File: src/rtl/food_pos_if.sv
// Handshake bundle between a food requester / occupancy map and food_pos_gen.
// Latency: n/a (wires only).
// Backpressure: none; req is ignored by the generator while busy.
interface food_pos_if #(
    parameter int W = 7
);
    logic         req;
    logic         busy;
    logic         valid;
    logic         fail;
    logic [W-1:0] pos_x;
    logic [W-1:0] pos_y;
    logic         occ_req;
    logic [W-1:0] occ_x;
    logic [W-1:0] occ_y;
    logic         occ_hit;

    modport master (
        output req, occ_hit,
        input  busy, valid, fail, pos_x, pos_y, occ_req, occ_x, occ_y
    );

    modport slave (
        input  req, occ_hit,
        output busy, valid, fail, pos_x, pos_y, occ_req, occ_x, occ_y
    );
endinterface

File: src/rtl/food_pos_gen.sv
// Draws a random free cell from a free-running LFSR, checking it against the snake-body map.
// Latency: 4 cycles req->valid when the first candidate is in range and free; 1 more per out-of-range draw, 3 more per occupied hit.
// Backpressure: none; req is ignored while busy, gives up with fail=1 after MAX_TRIES rejections.
module food_pos_gen #(
    parameter int          W         = 7,
    parameter int          MAX_X     = 96,
    parameter int          MAX_Y     = 64,
    parameter logic [15:0] SEED      = 16'hACE1,
    parameter int          MAX_TRIES = 16
) (
    input logic       clk,
    input logic       rst,
    food_pos_if.slave bus
);
    localparam logic [15:0] SEED_EFF   = (SEED == 16'h0000) ? 16'h0001 : SEED;
    localparam int          TW         = $clog2(MAX_TRIES + 1);
    localparam logic [TW-1:0] TRIES_LAST = TW'(MAX_TRIES - 1);
    localparam logic [31:0] MAX_X_U    = MAX_X;
    localparam logic [31:0] MAX_Y_U    = MAX_Y;

    typedef enum logic [1:0] {
        IDLE  = 2'd0,
        DRAW  = 2'd1,
        QUERY = 2'd2,
        WAIT  = 2'd3
    } state_t;

    state_t        state;
    logic [15:0]   lfsr;
    logic [TW-1:0] tries;
    logic [W-1:0]  cand_x;
    logic [W-1:0]  cand_y;
    logic          busy;
    logic          valid;
    logic          fail;
    logic          occ_req;
    logic [W-1:0]  occ_x;
    logic [W-1:0]  occ_y;
    logic [W-1:0]  pos_x;
    logic [W-1:0]  pos_y;

    logic [W-1:0]  new_x;
    logic [W-1:0]  new_y;
    logic          in_range;
    logic          last_try;

    assign new_x    = lfsr[W-1:0];
    assign new_y    = lfsr[2*W-1:W];
    assign in_range = (32'(new_x) < MAX_X_U) && (32'(new_y) < MAX_Y_U);
    assign last_try = (tries == TRIES_LAST);

    // Free-running regardless of FSM state so successive requests see fresh candidates.
    always_ff @(posedge clk) begin
        if (rst) begin
            lfsr <= SEED_EFF;
        end else begin
            lfsr <= {lfsr[14:0], lfsr[15] ^ lfsr[13] ^ lfsr[12] ^ lfsr[10]};
        end
    end

    always_ff @(posedge clk) begin
        if (rst) begin
            state   <= IDLE;
            tries   <= '0;
            cand_x  <= '0;
            cand_y  <= '0;
            busy    <= 1'b0;
            valid   <= 1'b0;
            fail    <= 1'b0;
            occ_req <= 1'b0;
            occ_x   <= '0;
            occ_y   <= '0;
            pos_x   <= '0;
            pos_y   <= '0;
        end else begin
            valid   <= 1'b0;
            fail    <= 1'b0;
            occ_req <= 1'b0;
            case (state)
                IDLE: begin
                    if (bus.req) begin
                        state <= DRAW;
                        tries <= '0;
                        busy  <= 1'b1;
                    end
                end
                DRAW: begin
                    if (in_range) begin
                        cand_x  <= new_x;
                        cand_y  <= new_y;
                        occ_x   <= new_x;
                        occ_y   <= new_y;
                        occ_req <= 1'b1;
                        state   <= QUERY;
                    end else if (last_try) begin
                        valid <= 1'b1;
                        fail  <= 1'b1;
                        busy  <= 1'b0;
                        state <= IDLE;
                    end else begin
                        tries <= tries + 1'b1;
                    end
                end
                QUERY: begin
                    state <= WAIT;
                end
                WAIT: begin
                    // occ_hit is the map's answer to the strobe issued two cycles ago.
                    if (!bus.occ_hit) begin
                        pos_x <= cand_x;
                        pos_y <= cand_y;
                        valid <= 1'b1;
                        busy  <= 1'b0;
                        state <= IDLE;
                    end else if (last_try) begin
                        valid <= 1'b1;
                        fail  <= 1'b1;
                        busy  <= 1'b0;
                        state <= IDLE;
                    end else begin
                        tries <= tries + 1'b1;
                        state <= DRAW;
                    end
                end
                default: begin
                    state <= IDLE;
                    busy  <= 1'b0;
                end
            endcase
        end
    end

    assign bus.busy    = busy;
    assign bus.valid   = valid;
    assign bus.fail    = fail;
    assign bus.pos_x   = pos_x;
    assign bus.pos_y   = pos_y;
    assign bus.occ_req = occ_req;
    assign bus.occ_x   = occ_x;
    assign bus.occ_y   = occ_y;
endmodule
File: src/flat_wrapper.sv
// flat-port wrapper written by rule: the top's interface ports become plain ports
module food_pos_gen_flat 
#(
    parameter int          W         = 7,
    parameter int          MAX_X     = 96,
    parameter int          MAX_Y     = 64,
    parameter logic [15:0] SEED      = 16'hACE1,
    parameter int          MAX_TRIES = 16
)
  (clk, rst, bus_req, bus_occ_hit, bus_busy, bus_valid, bus_fail, bus_pos_x, bus_pos_y, bus_occ_req, bus_occ_x, bus_occ_y);
  food_pos_if #(.W(W)) bus_i ();
  input logic clk;
  input logic rst;
  input wire logic [$bits(bus_i.req)-1:0] bus_req;
  input wire logic [$bits(bus_i.occ_hit)-1:0] bus_occ_hit;
  output wire logic [$bits(bus_i.busy)-1:0] bus_busy;
  output wire logic [$bits(bus_i.valid)-1:0] bus_valid;
  output wire logic [$bits(bus_i.fail)-1:0] bus_fail;
  output wire logic [$bits(bus_i.pos_x)-1:0] bus_pos_x;
  output wire logic [$bits(bus_i.pos_y)-1:0] bus_pos_y;
  output wire logic [$bits(bus_i.occ_req)-1:0] bus_occ_req;
  output wire logic [$bits(bus_i.occ_x)-1:0] bus_occ_x;
  output wire logic [$bits(bus_i.occ_y)-1:0] bus_occ_y;
  assign bus_i.req = bus_req;
  assign bus_i.occ_hit = bus_occ_hit;
  assign bus_busy = bus_i.busy;
  assign bus_valid = bus_i.valid;
  assign bus_fail = bus_i.fail;
  assign bus_pos_x = bus_i.pos_x;
  assign bus_pos_y = bus_i.pos_y;
  assign bus_occ_req = bus_i.occ_req;
  assign bus_occ_x = bus_i.occ_x;
  assign bus_occ_y = bus_i.occ_y;
  food_pos_gen #(.W(W), .MAX_X(MAX_X), .MAX_Y(MAX_Y), .SEED(SEED), .MAX_TRIES(MAX_TRIES)) u_core (.clk(clk), .rst(rst), .bus(bus_i));
endmodule
File: config.mk
export PLATFORM = sky130hd
export DESIGN_NAME = food_pos_gen_flat
export DESIGN_NICKNAME = d
export VERILOG_FILES = /design/src/rtl/food_pos_if.sv /design/src/rtl/food_pos_gen.sv /design/src/flat_wrapper.sv
export SDC_FILE = /design/constraint.sdc
export NUM_CORES = 1
export LEC_CHECK = 0
export ABC_AREA = 1
export BUFFER_PORTS_ARGS = -buffer_cell sky130_fd_sc_hd__buf_2
export CORE_MARGIN = 8
export CORE_UTILIZATION = 50
export DETAILED_ROUTE_END_ITERATION = 8
export GPL_TIMING_DRIVEN = 0
export PLACE_DENSITY = 0.79
export SLEW_MARGIN = 10
export SYNTH_ARGS = -nofsm -noshare
export SYNTH_HDL_FRONTEND = slang
export SYNTH_SLANG_ARGS = --single-unit
File: constraint.sdc
create_clock -name clk -period 3.8 [get_ports clk]
set_clock_uncertainty 0.1 [all_clocks]
set_input_delay 0.76 -clock clk [delete_from_list [all_inputs] [get_ports clk]]
set_output_delay 0.76 -clock clk [all_outputs]
set_load 0.03 [all_outputs]
== Yosys cells after proc, flatten, opt, wreduce, memory -nomap -nowiden ==
Cells that the tools add are included.
W data, S select, Z words.
Word-level totals
  bits in registers: 55
  input port bits: 4
  output and inout bits: 32
Cells by class
  $add $sub $neg: 1
  order comparisons: 2
  equal/unequal tests: 8
  muxes and demuxes: 23
  bitwise gates (word level): 5
  reductions and logical operators: 9
Operators by type and width (number)
  $mux W5: 4
  $pmux W5 S3: 1
  $lt A7 B7 Y1 const B: 2
  $mux W1: 10
  $mux W2: 4
  $pmux W2 S4: 1
  $ne A2 B2 Y1 const B: 3
  $reduce_and A2 Y1: 3
  $add A5 B1 Y5 const B: 1
  $eq A5 B4 Y1 const B: 1
  $eq A2 B2 Y1 const B: 2
  $pmux W1 S2: 2
  $reduce_and A4 Y1: 1
  $ne A3 B1 Y1 const B: 1
  $pmux W1 S3: 1
  $reduce_and A3 Y1: 1
  $reduce_bool A3 Y1: 1
  $xor A1 B1 Y1: 3
  $eq A2 B1 Y1 const B: 1
  $logic_not A2 Y1: 1
  $not A1 Y1: 2
  $reduce_or A2 Y1: 1
  $logic_and A1 B1 Y1: 1

== Longest topological paths before layout ==
Gate-level depths: netlist of the first run.
  word-level depth: 4
  mapped depth: 11

== Worst setup path after synthesis of the first run ==
OpenSTA, ideal clock, no wires.
  kind: register to register
  start: register u_core.tries[0]
  end: register u_core.tries[1]
  data arrival time: 1.365 ns
  path slack: 2.222 ns
  cell stages (with the launch flop): 11
  buffers on the path: 0
  clock period less this slack: 1.578 ns
  cells stage by stage: dfxtp_1 -> ha_1 -> nand2_1 -> nor2_1 -> ha_1 -> nand2_1 -> nand3_1 -> nor2_2 -> nand2_1 -> nand2_1 -> nor2_1
Between the ends
  longest elaborated chain between the ends: 4
  elaborated cells on any way between the ends: 6
RTL lines
  start, declared: RTL line food_pos_gen.sv:30  | logic [TW-1:0] tries;
  start signal, assigned: RTL line food_pos_gen.sv:101  | tries <= tries + 1'b1;
  start signal, assigned: RTL line food_pos_gen.sv:121  | tries <= tries + 1'b1;
  $add A5 B1 Y5 or $eq A5 B4 Y1 (tied branches): RTL line food_pos_gen.sv:101, food_pos_gen.sv:121, food_pos_gen.sv:50
  $mux W5 *: RTL line food_pos_gen.sv:95, food_pos_gen.sv:115
  $mux W5 (on tied branches): RTL line food_pos_gen.sv:109, food_pos_gen.sv:88
  $pmux W5 S3 *: RTL line food_pos_gen.sv:79  | case (state)
Mark *: on every way between the ends. The rest lies on a longest branch, timed or not. The select of a mux whose other input is x is not followed.
A chain may end at the register's enable or synchronous reset.

== Final worst setup path of the first run ==
  start: register u_core.tries[0]
  end: register u_core.tries[4]
Same word-level chain as after synthesis.

==> impl_metrics.ini, run 1 <==
[finish]
areaGrowthSynthToFinish_pct = 17.13
fillers = 354
final_util_pct = 59.66
nets = 299
final_area_mm2 = 0.002352
drive_above_1_share_pct = 21.23
multi_input_area_um2 = 759.5
diodes = 0
finalNonFillerCells = 342
layout.area.seq_mm2 = 0.001101

[yosys]
postSynthCellCount = 250
synthXorXnorAreaFrac_pct = 0.8723
yosys-top-cells-area = dfxtp_1 (55%), nor2_1 (12%), o21ai_0 (7.2%)
synth_top_family_by_area = simple AND/OR/NAND/NOR gates
synth_cell_type_count = 27
async_flop_share_pct = 0
ys_seq_area_share_pct = 54.83
synth_compound_gate_area_share_pct = 11.90
synthSimpleGateAreaFrac_pct = 23.18
synth_area_per_cell_um2 = 8.033
synth_edf_count = 0
synthesis.nets = 257
yosys.area_share.adder_pct = 1.869
syn_area_mm2 = 0.002008
ys_seq_elements = 55
yosys.area.top_type = dfxtp_1
yosys.area.top_type_share_pct = 54.83
post_synth_mux_area_share_pct = 0
synth_ff_type = dfxtp_1
ys_warn_count = 0

[power]
clkPwrFrac_pct = 33.8
power.share.sequential_pct = 55.8
switching_share_pct = 24.65
intPower_uw = 831.9
ir_worst_vdd_uv = 248.2
power_density_mw_per_mm2 = 469.4
p_comb_share_pct = 10.4
p_sw_uw = 272.1
p_leak_uw = 0.001149

[routing]
viasPerCell = 4.892
firstDrtPassIters = 4
drt_wl_total_um = 4031
wl_per_cell_um = 11.79
route.detailed.drc = 0
drtAntennaViolNets = 0
routed-via-count = 1673
first_iter_violations = 150

[global_routing]
grt_pass1_vias = 1521
grt_pass1_wl_um = 6775
antenna_found_initial = 0
grt_max_degree = 17
track_usage_pct = 13.31
globalRouteOverflowTotal = 0

[clock_network]
ctsHoldBuffers = 0
numCtsBuffers = 5
clockBufferDepth = 2
root_buffer = clkbuf_8
cts.sinks = 55
worst_skew_pair.late_latency_ns = 0.30
post_cts_resized = 0
postCtsSetupBuffers = 0
clk_pin_slew_worst_paths_ns = 0.09
cts_htree_levels = 2
cts_tree = yes

[timing]
tightest_slew_ns = 0.4853
timing.slew.headroom_pct = 67.65
slew_violations = 0
rsz0062_at_grt = no
timing.final.ws_setup_ns = 2.037
period_minus_slack_ns = 1.763
setup_tns_ns = 0
hold_viol_final = 0
finalCritPeriodShare_pct = 46.40
setup_viol = 0
fmax_mhz = 567.1

[worst_setup_path]
cp_max_fo = 6
required_ns = 3.90
start_kind = register
worstSetupEndpointType = register
critical_path_arrival_ns = 1.87
worst-setup-path-type = register to register

[floorplanning]
design.core.area_mm2 = 0.003943
initial_core_util_pct = 50.94
die_area_mm2 = 0.006300
die_w_um = 79.38
core.rowCount = 23
fp.dieH_um = 79.38
num_io_pins = 36

[placement]
dp_hpwl_um = 2981
place_area_mm2 = 0.002246
place_congestion = 0.8055
port_buffers = 35
dp_cells = 335
post-place-ws_ns = 1.815

[run]
cap_violations = 0

[worst_hold_path]
hold_path_class = register to register

[status]
status = completed
==> worst paths after layout <==
path | startpoint | end | depth (start not counted) | slack, ns
worst max register to register | u_core.tries[0]$_SDFFE_PP0P_ | u_core.tries[4]$_SDFFE_PP0P_ | 10 | 2.04
worst max-delay path | u_core.tries[0]$_SDFFE_PP0P_ | u_core.tries[4]$_SDFFE_PP0P_ | 10 | 2.04
worst min register to register | u_core.lfsr[14]$_SDFF_PP0_ | u_core.lfsr[15]$_SDFF_PP1_ | 1 | 0.32
worst min-delay path | u_core.lfsr[14]$_SDFF_PP0_ | u_core.lfsr[15]$_SDFF_PP1_ | 1 | 0.32
==> metal layers <==
| metal | vias to the layer above | share of wire (%) | wire length [um] | track usage [%] |
|---|---|---|---|---|
| li1 | 870 | - | - | - |
| met1 | 757 | 44 | 1754 | 14.67 |
| met2 | 40 | 47 | 1880 | 22.84 |
| met3 | 6 | 8.3 | 333 | 4.730 |
| met4 | 0 | 1.5 | 62 | 5.185 |
| met5 | - | 0 | 0 | 0 |
==> cell type report <==
| type | count | share of cell area, % |
|---|---|---|
| multi-input cells | 161 | 32.29 |
| clock buffers | 5 | 2.926 |
| repair buffers | 35 | 7.447 |
| clock inverters | 2 | 1.596 |
| well taps | 50 | 2.660 |
| inverters | 24 | 3.936 |
| flip-flops and latches | 55 | 46.81 |
| plain buffers | 10 | 2.340 |
==> power groups by stage <==
| stage | Sequential (uW) | Combinational (uW) | Clock [uW] |
|---|---|---|---|
| after global placement | 629 | 112 | 0 |
| after detailed placement | 630 | 115 | 0 |
| after CTS | 616 | 116 | 379 |
| after floorplan | 644 | 70.9 | 0 |
| after global routing | 619 | 131 | 403 |
| final | 616 | 115 | 373 |
==> logic make-up (layout without fill, tap and decap cells) <==
group,Yosys count,after routing
XOR/XNOR,2,2
adder cells (fa/ha/maj),3,3
AND/OR/NAND/NOR,110,110
flip-flops,55,55
buffers and inverters,34,76
AO/OA/AOI/OAI,46,46
==> state kept, by name (all words and copies together) (netlist names), named ones only <==
name,cells
u_core.lfsr,16
u_core.bus.occ_x,7
u_core.bus.occ_y,7
u_core.bus.pos_x,7
u_core.bus.pos_y,7
u_core.tries,5
u_core.bus.busy,1
u_core.bus.fail,1
u_core.bus.occ_req,1
u_core.bus.valid,1
u_core.state,1
==> worst max-delay path, cell delays in order, from the launching register on <==
cell     delay (ns)
dfxtp_1        0.35
ha_1           0.22
nand2_1        0.08
nor2_1         0.06
ha_1           0.20
nand2_1        0.12
nand3_1        0.10
nor2_2         0.25
nand2_1        0.09
nand2_1        0.07
nor2_1         0.04
==> cell usage after synthesis (3+ instances only) <==
cell / n
nor2_1: 62
dfxtp_1: 55
nand2_1: 29
o21ai_0: 29
inv_1: 19
a21oi_1: 14
or2_2: 5
clkbuf_1: 4
nand3_1: 4
ha_1: 3
inv_2: 3
==> cells in the final DEF, fill, tap and decap left out <==
cell type and n:
a21oi_1 14, a31oi_1 1, buf_1 1, buf_2 37, buf_4 2, buf_6 1
bufinv_16 1, clkbuf_1 4, clkbuf_8 5, clkinv_1 1, clkinvlp_4 1, dfxtp_1 55
ha_1 3, inv_1 19, inv_2 3, inv_4 1, nand2_1 29, nand2_2 1
nand3_1 4, nand3_2 2, nand4_1 2, nor2_1 62, nor2_2 2, nor2_4 1
nor3_1 2, o21ai_0 29, o41ai_1 2, or2_2 5, xnor2_1 1, xor2_1 1
==> through the flow <==
| step | power (uW) | hold slack [ns] |
|---|---|---|
| floorplan | 715.3 | 0.2895 |
| global placement | 741.6 | 0.2931 |
| detailed placement | 744.4 | 0.2973 |
| CTS | 1111 | 0.3196 |
| global route | 1153 | 0.3351 |
| finish | 1104 | 0.3160 |
Note: power is estimated with default switching activity, not from simulation.
==> inputs of run 2 (changes only) <==
--- a/config.mk
+++ b/config.mk
@@ -5,13 +5,13 @@
 export SDC_FILE = /design/constraint.sdc
 export NUM_CORES = 1
 export LEC_CHECK = 0
-export ABC_AREA = 1
+export ABC_AREA = 0
 export BUFFER_PORTS_ARGS = -buffer_cell sky130_fd_sc_hd__buf_2
 export CORE_MARGIN = 8
-export CORE_UTILIZATION = 50
+export CORE_UTILIZATION = 49
 export DETAILED_ROUTE_END_ITERATION = 8
 export GPL_TIMING_DRIVEN = 0
-export PLACE_DENSITY = 0.79
+export PLACE_DENSITY = 0.8
 export SLEW_MARGIN = 10
 export SYNTH_ARGS = -nofsm -noshare
 export SYNTH_HDL_FRONTEND = slang
==> constraint.sdc (replaced) <==
create_clock -name clk -period 1.46 [get_ports clk]
set_clock_uncertainty 0.1 [all_clocks]
set_input_delay 0.292 -clock clk [delete_from_list [all_inputs] [get_ports clk]]
set_output_delay 0.292 -clock clk [all_outputs]
set_load 0.03 [all_outputs]
==> impl_metrics.ini, run 2 <==
[yosys]
syn_area_mm2 = 0.002076
synthesis.nets = 234
synth_cell_type_count = 33
ys_seq_elements = 55
ys_warn_count = 0
postSynthCellCount = 227
synth_most_common_cell = dfxtp_1
synth_edf_count = 0
synthTopCellsByCount = dfxtp_1 (55), a21oi_1 (35), nand2_1 (31)
yosys-top-cells-area = dfxtp_1 (53%), a21oi_1 (8.4%), nand2_1 (5.6%)
synth_ff_type = dfxtp_1
yosys.area.top_type = dfxtp_1
yosys.area.top_type_share_pct = 53.04
async_flop_share_pct = 0
synth_area_per_cell_um2 = 9.144
ys_seq_area_share_pct = 53.04

[worst_hold_path]
hold_path_class = input pin to register
hold_start = bus_occ_hit
min_to = u_core.bus.fail$_SDFF_PP0_
hold_depth = 3

[routing]
first_iter_violations = 122
firstDrtPassIters = 4
wl_met2_um = 2601
wl_per_cell_um = 15.83
route.detailed.drc = 0
viasPerCell = 5.571
top_layer = met4
wl_met1_um = 2220
drtAntennaViolNets = 0
routed-via-count = 1855
wl_met3_um = 382
drt_wl_total_um = 5272

[finish]
diodes = 0
layout.area.seq_mm2 = 0.001116
nets = 289
drive_above_1_share_pct = 40.28
regMostFlops = u_core.lfsr
fillers = 296
largest_reg_flops = 16
multi_input_area_mm2 = 0.001076
final_common_cell = dfxtp_1
layout_common_cells = dfxtp_1 (49), buf_2 (34), nand2_1 (30), a21oi_1 (23), o21ai_0 (13)
areaGrowthSynthToFinish_pct = 34.66

[status]
status = finished, violations left
violations = negative setup slack

[clock_network]
worst_skew_pair.late_latency_ns = 0.32
clockBufferDepth = 2
cts_htree_levels = 2
ctsHoldBuffers = 0
root_buffer = clkbuf_8
cts.sinks = 55
clk_pin_slew_worst_paths_ns = 0.10
numCtsBuffers = 5
cts_tree = yes

[global_routing]
grt_pass1_wl_um = 7776
antenna_found_initial = 0
track_usage_pct = 14.99
grt_pass1_vias = 1643
grt_max_degree = 19
globalRouteOverflowTotal = 0

[timing]
rsz0062_at_grt = yes
finalCritPeriodShare_pct = 123.6
slew_violations = 0
tightest_slew_ns = 0.5819
timing.final.ws_setup_ns = -0.3451
fmax_mhz = 554.0
period_minus_slack_ns = 1.805
hold_viol_final = 0
timing.slew.headroom_pct = 61.21
setup_viol = 20

[floorplanning]
design.core.area_mm2 = 0.004029
num_io_pins = 36
core.rowCount = 23
die_area_mm2 = 0.006575
die_w_um = 81.09
fp.dieH_um = 81.09
initial_core_util_pct = 51.52

[worst_setup_path]
cp_max_fo = 2
rrSetupSlack_ns = -0.35
worstSetupEndpointType = register
r2r_cells = 7
r2r-start = u_core.tries[0]$_SDFFE_PP0P_
worst-setup-path-type = register to register
start_kind = register
timing.rr.end = u_core.state[0]$_SDFFE_PP0P_
required_ns = 1.58
critical_path_arrival_ns = 1.93

[placement]
post-place-ws_ns = -0.3457
place_congestion = 0.8204
port_buffers = 34
dp_hpwl_um = 3280

[power]
clkPwrFrac_pct = 35.1
switching_share_pct = 25.68
power.share.sequential_pct = 54.3
power.total_uw = 2953
p_comb_share_pct = 10.6
p_sw_uw = 758.3
p_leak_uw = 0.001061
intPower_uw = 2195
power_density_mw_per_mm2 = 1056
ir_worst_vdd_uv = 513.9

[run]
cap_violations = 0
-- run 2: worst max path at each step --
stage	cells after the start	slack [ns]	end	startpoint
floorplan	6	-0.25	u_core.tries[1]$_SDFFE_PP0P_	u_core.tries[0]$_SDFFE_PP0P_
global placement	6	-0.33	u_core.tries[1]$_SDFFE_PP0P_	u_core.tries[0]$_SDFFE_PP0P_
detailed placement	6	-0.35	u_core.tries[1]$_SDFFE_PP0P_	u_core.tries[0]$_SDFFE_PP0P_
CTS	6	-0.34	u_core.tries[1]$_SDFFE_PP0P_	u_core.tries[1]$_SDFFE_PP0P_
global route	7	-0.41	u_core.state[0]$_SDFFE_PP0P_	u_core.tries[0]$_SDFFE_PP0P_
finish	7	-0.35	u_core.state[0]$_SDFFE_PP0P_	u_core.tries[0]$_SDFFE_PP0P_
-- run 2: kinds of logic (layout without fill, tap and decap cells) --
group | Yosys count | in the layout | synth area share (%)
flops | 55 | 55 | 53.04
fa+ha+maj | 3 | 3 | 1.809
compound gates | 62 | 62 | 17.36
simple gates | 83 | 84 | 21.22
buf+inv | 21 | 76 | 5.304
xor+xnor | 3 | 3 | 1.266
-- run 2: power by group through the flow --
stage               Sequential, uW  Clock [uW]  Combinational (uW)
floorplan                     1640           0                 147
CTS                           1600        1040                 254
global route                  1610        1100                 337
finish                        1600        1040                 313
global placement              1630           0                 223
detailed placement            1630           0                 226
-- run 2: layer usage --
| metal | track usage [%] | vias to the layer above |
|---|---|---|
| met2 | 25.26 | 52 |
| met4 | 5.714 | 0 |
| met5 | 0 | - |
| met1 | 17.87 | 896 |
| met3 | 3.863 | 8 |
| li1 | - | 899 |
-- run 2: what timing repair did --
item                       CTS  global route
buffers inserted             8             6
resized for setup           18            43
setup endpoints to repair   27            33
hold endpoints to repair     0             0
pin swaps                   11            17
gates cloned                 3             0
-- run 2: layout make-up --
cell class,count,share of cell area (%)
sequential,55,39.93
multi-input combinational,152,38.50
timing repair buffer,49,11.24
buffer,15,3.447
clock buffer,5,2.462
tap,50,2.238
clock inverter,3,1.656
inverter,4,0.5372
-- run 2: stage by stage --
stage | util (%) | hold WS [ns] | instance area (um2) | std cells | TNS, ns
2_1_floorplan | - | 0.2895 | 2116 | 227 | -1.084
3_3_place_gp | 58.29 | 0.2925 | 2349 | 311 | -1.890
3_5_place_dp | 58.29 | 0.2946 | 2349 | 311 | -2.421
4_1_cts | 64.47 | 0.1558 | 2597 | 329 | -1.927
5_1_grt | 69.38 | 0.1987 | 2795 | 333 | -3.901
6_report | 69.38 | 0.1939 | 2795 | 333 | -2.885
-- run 2: worst max-delay path, stage by stage (launching register included) --
cell     delay, ns
dfxtp_4       0.37
ha_4          0.15
and3_4        0.18
buf_4         0.13
buf_6         0.11
ha_4          0.15
o31a_2        0.34
nor3_1        0.18
==> inputs of run 3 (changes only) <==
--- a/config.mk
+++ b/config.mk
@@ -5,7 +5,7 @@
 export SDC_FILE = /design/constraint.sdc
 export NUM_CORES = 1
 export LEC_CHECK = 0
-export ABC_AREA = 0
+export ABC_AREA = 1
 export BUFFER_PORTS_ARGS = -buffer_cell sky130_fd_sc_hd__buf_2
 export CORE_MARGIN = 8
 export CORE_UTILIZATION = 49
==> impl_metrics.ini, run 3 (synthesis gave the netlist of run 1 again) <==
[status]
status = finished, violations left
violations = negative setup slack

[finish]
final_common_cell = nor2_1
nets = 304
largest_reg_flops = 16
layout_common_cells = nor2_1 (58), dfxtp_1 (52), buf_2 (38), o21ai_0 (29), nand2_1 (22)
drive_above_1_share_pct = 29.19
diodes = 0
areaGrowthSynthToFinish_pct = 23.93
regMostFlops = u_core.lfsr

[global_routing]
grt_max_degree = 18
track_usage_pct = 13.93
grt_pass1_wl_um = 7141
globalRouteOverflowTotal = 0
grt_pass1_vias = 1601
antenna_found_initial = 0

[floorplanning]
die_area_mm2 = 0.006403
fp.dieH_um = 80.02
design.core.area_mm2 = 0.003971
num_io_pins = 36
initial_core_util_pct = 50.57
die_w_um = 80.02
core.rowCount = 23

[clock_network]
root_buffer = clkbuf_8
cts_htree_levels = 2
numCtsBuffers = 5
clk_pin_slew_worst_paths_ns = 0.10
ctsHoldBuffers = 0
clockBufferDepth = 2
cts_tree = yes
cts.sinks = 55
worst_skew_pair.late_latency_ns = 0.31

[timing]
hold_viol_final = 0
finalCritPeriodShare_pct = 102.7
setup_tns_ns = -0.09999
setup_viol = 5
slew_violations = 0
timing.slew.headroom_pct = 68.84
fmax_mhz = 666.7
holdWs_ns = 0.2137
period_minus_slack_ns = 1.500
timing.final.ws_setup_ns = -0.03997
tightest_slew_ns = 0.4673
rsz0062_at_grt = yes

[routing]
route.detailed.drc = 0
drt_wl_total_um = 4405
wl_met3_um = 273
first_iter_violations = 116
drtAntennaViolNets = 0
top_layer = met4
wl_met1_um = 1861
viasPerCell = 4.957
routed-via-count = 1725
firstDrtPassIters = 4
wl_met2_um = 2213
wl_per_cell_um = 12.66

[worst_setup_path]
start_kind = register
worst-setup-path-type = register to register
worstSetupEndpointType = register
worstPathCellList = ha_4 -> nand2_4 -> nor2_4 -> ha_4 -> nand2_4 -> nand3_2 -> nor2_4 -> nand2_1 -> nand2_1 -> nor2_1
critPathTopFamily = simple AND/OR/NAND/NOR gates
cp_max_fo = 6
required_ns = 1.56
critical_path_arrival_ns = 1.60
slowest_delay_ns = 0.37
critPathSlowestCell = dfxtp_4
critPathBufInv = 0

[power]
power.total_uw = 2835
clkPwrFrac_pct = 31.2
intPower_uw = 2076
power.share.sequential_pct = 56.7
ir_worst_vdd_uv = 613.2
switching_share_pct = 26.77
power_density_mw_per_mm2 = 1139
p_comb_share_pct = 12.1
p_sw_uw = 758.8
p_leak_uw = 0.001218

[placement]
place_congestion = 0.7748
port_buffers = 35
dp_hpwl_um = 3181

[run]
cap_violations = 0

[worst_hold_path]
hold_path_class = input pin to register
[run 3: final cells by class]
cell class | instances | area, um2
flip-flops and latches | 55 | 1110
well taps | 50 | 62.56
clock buffers | 6 | 82.58
repair buffers | 40 | 212.7
inverters | 24 | 92.59
multi-input cells | 161 | 852.1
clock inverters | 2 | 16.27
fillers | 357 | 1483
plain buffers | 10 | 60.06
[run 3: through the flow]
step | cell area, um2 | cells | setup WS (ns) | utilization [%]
3_3_place_gp | 2268 | 335 | -0.1231 | 57.12
3_5_place_dp | 2268 | 335 | -0.1577 | 57.12
5_1_grt | 2489 | 348 | -0.1140 | 62.67
4_1_cts | 2442 | 346 | -0.03935 | 61.50
6_report | 2489 | 348 | -0.03997 | 62.67
2_1_floorplan | 2031 | 250 | 0.002046 | -
[run 3: worst paths after layout]
path | to | startpoint | slack [ns] | cells after the start
worst max-delay path | u_core.tries[4]$_SDFFE_PP0P_ | u_core.tries[0]$_SDFFE_PP0P_ | -0.04 | 10
worst min-delay path | u_core.bus.fail$_SDFF_PP0_ | bus_occ_hit | 0.21 | 3
worst max register to register | u_core.tries[4]$_SDFFE_PP0P_ | u_core.tries[0]$_SDFFE_PP0P_ | -0.04 | 10
worst min register to register | u_core.lfsr[15]$_SDFF_PP1_ | u_core.lfsr[14]$_SDFF_PP0_ | 0.32 | 1
[run 3: repair_timing]
item,CTS,global route
resized for setup,11,14
endpoints found under the setup margin,8,22
endpoints found under the hold margin,0,0
gates cloned,0,0
pin swaps,5,5
setup buffers,3,2
[run 3: power groups by stage]
stage / Sequential, uW / Clock, uW / Combinational, uW
2_1_floorplan: 1680 / 0 / 189
3_3_place_gp: 1640 / 0 / 297
3_5_place_dp: 1640 / 0 / 306
4_1_cts: 1610 / 896 / 332
5_1_grt: 1610 / 948 / 383
6_report: 1610 / 884 / 344
[run 3: tightest hold or removal path: cells and delay by family]
family                 cells  cell delay [ns]
buffers and inverters      2             0.20
AOI/OAI and AO/OA          1             0.09
[run 3: per-layer routing]
metal	track usage (%)	vias up
met3	3.829	7
met1	14.74	810
met2	25.55	29
met4	4.909	0
li1	-	879
met5	0	-
